**config.mk**
```make
export PLATFORM = sky130hd
export DESIGN_NAME = wb_regfile
export DESIGN_NICKNAME = d
export VERILOG_FILES = /design/src/rtl/wb_regfile.sv
export SDC_FILE = /design/constraint.sdc
export NUM_CORES = 2
export LEC_CHECK = 0
export BUFFER_PORTS_ARGS = -buffer_cell sky130_fd_sc_hd__buf_2
export CAP_MARGIN = 20
export CORE_MARGIN = 5
export CORE_UTILIZATION = 43
export DETAILED_ROUTE_END_ITERATION = 6
export HOLD_SLACK_MARGIN = 0.12
export SLEW_MARGIN = 20
export SYNTH_ARGS = -nofsm -noshare
export SYNTH_HDL_FRONTEND = slang
export SYNTH_SLANG_ARGS = --single-unit
```
**constraint.sdc**
```tcl
create_clock -name clk -period 37.1 [get_ports clk]
set_clock_uncertainty 0.05 [all_clocks]
set_input_delay 3.71 -clock clk [delete_from_list [all_inputs] [get_ports clk]]
set_output_delay 3.71 -clock clk [all_outputs]
set_load 0.05 [all_outputs]
```
**src/rtl/wb_regfile.sv**
```systemverilog
// rtl/wb_regfile.sv - GPR file with r0 hardwired to zero, write-through read bypass, HI/LO pair and commit counter
module wb_regfile #(
  parameter int REG_NUM = 32,
  parameter int REG_W   = 32
) (
  input  logic             clk,
  input  logic             rst,
  input  logic [4:0]       wb_wd,
  input  logic             wb_wreg,
  input  logic [REG_W-1:0] wb_wdata,
  input  logic [REG_W-1:0] wb_hi,
  input  logic [REG_W-1:0] wb_lo,
  input  logic             wb_whilo,
  input  logic             re1,
  input  logic             re2,
  input  logic [4:0]       raddr1,
  input  logic [4:0]       raddr2,
  output logic [REG_W-1:0] rdata1,
  output logic [REG_W-1:0] rdata2,
  output logic [REG_W-1:0] hi_o,
  output logic [REG_W-1:0] lo_o,
  output logic [31:0]      wb_cnt
);

  logic [REG_W-1:0] r_regs [REG_NUM];
  logic [REG_W-1:0] r_hi;
  logic [REG_W-1:0] r_lo;
  logic [31:0]      r_wb_cnt;
  logic             w_wr_en;
  logic [REG_W-1:0] w_rdata1;
  logic [REG_W-1:0] w_rdata2;

  // A write to r0 is dropped entirely: no storage update and no count.
  assign w_wr_en = wb_wreg && (wb_wd != 5'd0);

  always_ff @(posedge clk or posedge rst) begin
    if (rst) begin
      for (int i = 0; i < REG_NUM; i++) begin
        r_regs[i] <= '0;
      end
      r_wb_cnt <= '0;
    end else if (w_wr_en) begin
      r_regs[wb_wd] <= wb_wdata;
      r_wb_cnt      <= r_wb_cnt + 32'd1;
    end
  end

  always_ff @(posedge clk or posedge rst) begin
    if (rst) begin
      r_hi <= '0;
      r_lo <= '0;
    end else if (wb_whilo) begin
      r_hi <= wb_hi;
      r_lo <= wb_lo;
    end
  end

  // Bypass lets decode see the value being committed this very cycle.
  always_comb begin
    w_rdata1 = '0;
    if (!rst && re1 && (raddr1 != 5'd0)) begin
      if (wb_wreg && (raddr1 == wb_wd)) begin
        w_rdata1 = wb_wdata;
      end else begin
        w_rdata1 = r_regs[raddr1];
      end
    end
  end

  always_comb begin
    w_rdata2 = '0;
    if (!rst && re2 && (raddr2 != 5'd0)) begin
      if (wb_wreg && (raddr2 == wb_wd)) begin
        w_rdata2 = wb_wdata;
      end else begin
        w_rdata2 = r_regs[raddr2];
      end
    end
  end

  assign rdata1 = w_rdata1;
  assign rdata2 = w_rdata2;
  assign hi_o   = r_hi;
  assign lo_o   = r_lo;
  assign wb_cnt = r_wb_cnt;

endmodule

```
### Word-level counts from Yosys, hierarchy flattened

Cells that the tools add are included.

| word-level totals | value |
|---|---|
| input port bits | 117 |
| output and inout bits | 160 |
| register bits after elaboration | 1120 |

| operators by class | value |
|---|---|
| reductions and logical operators | 12 |
| muxes and demuxes | 13 |
| equal/unequal tests | 2 |
| add/sub/neg operators | 1 |
| magnitude comparators | 4 |
| bitwise operators | 3 |

Operator list:

| cell | number |
|---|---|
| $bwmux W1024 | 1 |
| $bmux W32 S5 | 2 |
| $mux W32 | 9 |
| $demux W32 S5 | 1 |
| $add A32 B1 Y32 const B | 1 |
| $ge A6 B6 Y1 const B | 3 |
| $not A5 Y6 | 3 |
| $reduce_bool A5 Y1 | 3 |
| $eq A5 B5 Y1 | 2 |
| $logic_and A1 B1 Y1 | 8 |
| $lt A6 B1 Y1 const B | 1 |
| $logic_not A1 Y1 | 1 |

### Logic depth before layout (Yosys ltp)

| logic depth | value |
|---|---|
| word-level depth | 6 |
| mapped depth | 9 |

### Worst setup path after synthesis

OpenSTA, ideal clock, no wires.

| path | value |
|---|---|
| kind | input port to output port |
| start point | input port rst |
| end point | output port rdata1[10] |
| arrival time | 31496 ps |
| slack | 1844 ps |
| stages on the path | 5 |
| path buffers | 1 |
| required time | 33340 ps |
| path through | inv_1 -> o2111ai_1 -> clkbuf_1 -> a21oi_1 -> a221o_1 |

| between the ends | value |
|---|---|
| cells in the longest elaborated chain, start to end | 4 |

Ends and longest elaborated chain:

| what | RTL line | source |
|---|---|---|
| start, declared | 7 | `input logic rst,` |
| $logic_not A1 Y1 | 61 | `if (!rst && re1 && (raddr1 != 5'd0)) begin` |
| $logic_and A1 B1 Y1 (2 in series) | 61 |  |
| $mux W32 | 61 |  |
| end, declared | 18 | `output logic [REG_W-1:0] rdata1,` |

No other way between the ends.

### Final worst setup path

| path | value |
|---|---|
| start point | input port raddr2[4] |
| end point | output port rdata2[15] |

| between the ends | value |
|---|---|
| cells in the longest elaborated chain, start to end | 6 |
| elaborated cells between the ends (all ways) | 10 |
| classes of those cells | eq/ne: 1; mux: 5; bitwise: 1; reduce/logical: 3 |

Ends and longest elaborated chain:

| what | RTL line | source |
|---|---|---|
| start, declared | 17 | `input logic [4:0] raddr2,` |
| $not A5 Y6 (not written as such) | 76 | `w_rdata2 = r_regs[raddr2];` |
| $bmux W32 S5 | 76 |  |
| $mux W32 (not written as such) (2 in series) | 76 |  |
| $mux W32 | 73 | `if (wb_wreg && (raddr2 == wb_wd)) begin` |
| $mux W32 (*) | 72 | `if (!rst && re2 && (raddr2 != 5'd0)) begin` |
| end, declared | 19 | `output logic [REG_W-1:0] rdata2,` |

Mark *: on every way between the ends. The rest lies on a longest branch, timed or not. The select of a mux whose other input is x is not followed.

==> metrics.md <==
| Metric | Value |
|---|---|
| Synth top area share | `47.5%` |
| Vias per cell | `6.57` |
| Post-Syn Nets | `4155` |
| Register area share after synthesis | `47.5%` |
| Cts hold-fix bufs | `0` |
| Drc violations | `0` |
| Worst R2R Setup Slack | `34.86 ns` |
| Die height | `380 um` |
| Worst Setup End Kind | `primary output` |
| Post-Route WL | `199000 um` |
| Worst Setup Path Type | `in2out` |
| Pwr Density | `55.8 nW/um2` |
| Inserted Clock Buffers | `133` |
| Crit path from | `raddr2[4]` |
| Syn-to-layout area delta | `11.8%` |
| Status | `complete, no violations` |
| Starting Density | `43.1%` |
| Vias | `39300` |
| Post-CTS resize count | `0` |
| DRT antenna net count | `0` |
| Top Ports | `277` |
| Antenna violations before repair | `11` |
| Asr flop ratio synth | `100%` |
| Die X | `380 um` |
| Layout cells sized above 1 | `50.3%` |
| Critical Path, Cell by Cell | `buf_4, buf_4, or2_1, o41a_1, clkinv_2, nor2_4, buf_16, buf_16, a221o_1, buf_2` |
| Pwr Total | `3690 uW` |
| Clk Latency, worst-skew pair | `0.77 ns` |
| I/O Buffers | `276` |
| Final number of setup-violating endpoints | `0` |
| CTS tree | `done` |
| Dpl hpwl | `110000 um` |
| Core area | `137000 um2` |
| CTS root buffer | `clkbuf_16` |
| Slew headroom | `22.7%` |
| Netlist cell types | `69` |
| Bufs on Longest Clock Path | `3` |
| Most common cell after layout, fill and taps aside | `dfrtp_1` |
| Sink Count | `1120` |
| # rows | `136` |
| Worst Max-Slew Pin Slew | `1.16 ns` |
| Post-synth EDFFs | `0` |
| Drt wl/cell | `33.2 um` |
| Synth Cell Area | `59000 um2` |
| Setup Fix Bufs, Post-CTS | `0` |
| Final Hold Vio Count | `0` |
| Top cell type by total area after synthesis | `dfrtp_1` |
| Slowest stage delay, CP | `0.99 ns` |
| Reg-to-Reg End | `wb_cnt[19]$_DFFE_PP0P_` |
| Crit path launch type | `input pin` |
| #FFs+latches synth | `1120` |
| TritonRoute pass-1 iters | `6` |
| Filler Cell Count | `11900` |
| Final Slew Violations | `0` |
| Total gr overflow | `0` |
| CP arrival | `8.37 ns` |
| Max FO, Critical Path | `27` |
| Slowest CP cell | `o41a_1` |
| Hold Path Class | `reg2reg` |
| Achievable Freq | `0.0824 GHz` |
| Most frequent cells in the layout | `1120 x dfrtp_1, 1057 x mux2_2, 402 x mux4_2` |
| Clk pin slew, worst setup/hold paths | `0.06 ns` |
| Final critical-path share of the clock period | `32.7%` |
| Leak pwr | `0.0290 uW` |
| Number of global-route vias before repair | `39900` |
| Largest net degree at the start of global routing | `156` |
| Largest cells by area after synthesis | `dfrtp_1 47%, mux2_2 20%, mux4_2 15%` |
| Yosys warnings | `0` |
| Global placement routability congestion | `0.788` |
| R2R cell count | `5` |
| Total GRT Usage | `27.2%` |
| Nets | `4203` |
| Setup TNS | `0 ns` |
| Final Critical Period | `12.13 ns` |
| Max cap viols | `0` |
| CP endpoint | `rdata2[15]` |
| Synth Area per Inst | `14.6 um2` |
| Iter 0 DRT Violations | `4240` |
| Reg2reg start | `wb_cnt[2]$_DFFE_PP0P_` |
| H-tree depth | `4` |
| Max VDD drop | `0.0453 mV` |
| Worst Path Required | `33.34 ns` |
| DIE AREA | `145000 um2` |
| Post-synthesis instance total | `4037` |
| Unrepaired setup endpoints after global routing | `no` |
| First-pass GRT wire length | `289000 um` |
| Primary FF master, synth | `dfrtp_1` |
| WHS | `0.345 ns` |
==> metal layers <==
| layer | global-route usage, % | wire length, um | vias up |
|---|---|---|---|
| met5 | 0 | 13 | - |
| met3 | 7.05 | 18600 | 463 |
| met4 | 10.8 | 8910 | 2 |
| met2 | 40.3 | 87200 | 1964 |
| met1 | 38.4 | 83900 | 21100 |
| li1 | - | - | 15800 |
==> worst min-delay path by stage <==
stage | to | startpoint | depth (start not counted)
2_1_floorplan | r_regs[1000]$_DFFE_PP0P_ | r_regs[1000]$_DFFE_PP0P_ | 1
3_5_place_dp | r_regs[1006]$_DFFE_PP0P_ | r_regs[1006]$_DFFE_PP0P_ | 0
6_report | r_regs[996]$_DFFE_PP0P_ | r_regs[996]$_DFFE_PP0P_ | 0
3_3_place_gp | r_regs[998]$_DFFE_PP0P_ | r_regs[998]$_DFFE_PP0P_ | 0
4_1_cts | r_regs[998]$_DFFE_PP0P_ | r_regs[998]$_DFFE_PP0P_ | 0
5_1_grt | r_regs[1021]$_DFFE_PP0P_ | r_regs[1021]$_DFFE_PP0P_ | 0
==> cell families (layout without fill, tap and decap cells) <==
kind of cell | Yosys count | count (layout) | synth area share, %
other | 0 | 3 | 0
flip-flops | 1120 | 1120 | 47.5
AO/OA/AOI/OAI | 518 | 518 | 6.65
AND/OR/NAND/NOR | 208 | 208 | 1.78
adder cells (fa/ha/maj) | 1 | 1 | 0.0212
multiplexers | 1693 | 1693 | 39.5
buffers and inverters | 456 | 606 | 3.94
XOR/XNOR | 41 | 41 | 0.621
==> synthesized netlist by cell type (4+ instances only) <==
cell and number:
clkbuf_1 217, buf_6 37, a211oi_1 6, buf_2 98, inv_1 6, o211ai_1 9
a22oi_1 137, mux4_2 402, nand4_1 4, mux2_1 11, nor2b_1 29, a221o_1 43
xnor2_1 33, and3_1 5, mux2i_1 223, dfrtp_1 1120, a221oi_1 108, a21oi_1 45
nor2_1 34, xor2_1 7, nand2b_1 5, a311oi_1 4, buf_1 39, or3_1 4
o22ai_1 25, clkbuf_2 4, nand3_1 20, o21bai_1 46, o22a_1 5, o221ai_1 5
a31oi_1 4, nor3_1 6, o21ai_1 21, mux2_2 1057, o21ai_0 42, nand2_1 72
buf_4 51, o2111a_1 8
==> registers in the layout (all words and copies together), names as in the netlist <==
register and flops:
r_regs 1024, wb_cnt 32, lo_o 32, hi_o 32
==> metrics by stage <==
stage          instance area [um2]  utilization (%)  setup WS, ns  std cells
2_1_floorplan                59000                -          1.76       4037
3_3_place_gp                 61400             44.8         24.79       5741
3_5_place_dp                 61400             44.8         25.04       5743
4_1_cts                      65900             48.1         25.03       5980
5_1_grt                      66000             48.2         24.76       5981
6_report                     66000             48.2         24.97       5984
==> power breakdown <==
part	internal (uW)	switching (uW)	total, uW
Clock	806	548	1350
Combinational	390	331	721
Sequential	1450	165	1610
==> worst max-delay path: cells and delay by family <==
| family | cells | cell delay, ns |
|---|---|---|
| AOI/OAI and AO/OA | 2 | 1.39 |
| and+or+nand+nor | 2 | 1.23 |
| buffers and inverters | 6 | 1.97 |
==> layout make-up <==
type | count | area, um2 | area share, %
multi-input combinational | 2461 | 29000 | 43.9
sequential | 1120 | 28000 | 42.5
clock buffer | 187 | 3940 | 5.97
tap | 1794 | 2240 | 3.40
timing repair buffer | 361 | 2140 | 3.25
clock inverter | 50 | 584 | 0.886
inverter | 8 | 38.8 | 0.0588
antenna | 3 | 7.51 | 0.0114
Note: power is estimated with default switching activity, not from simulation.
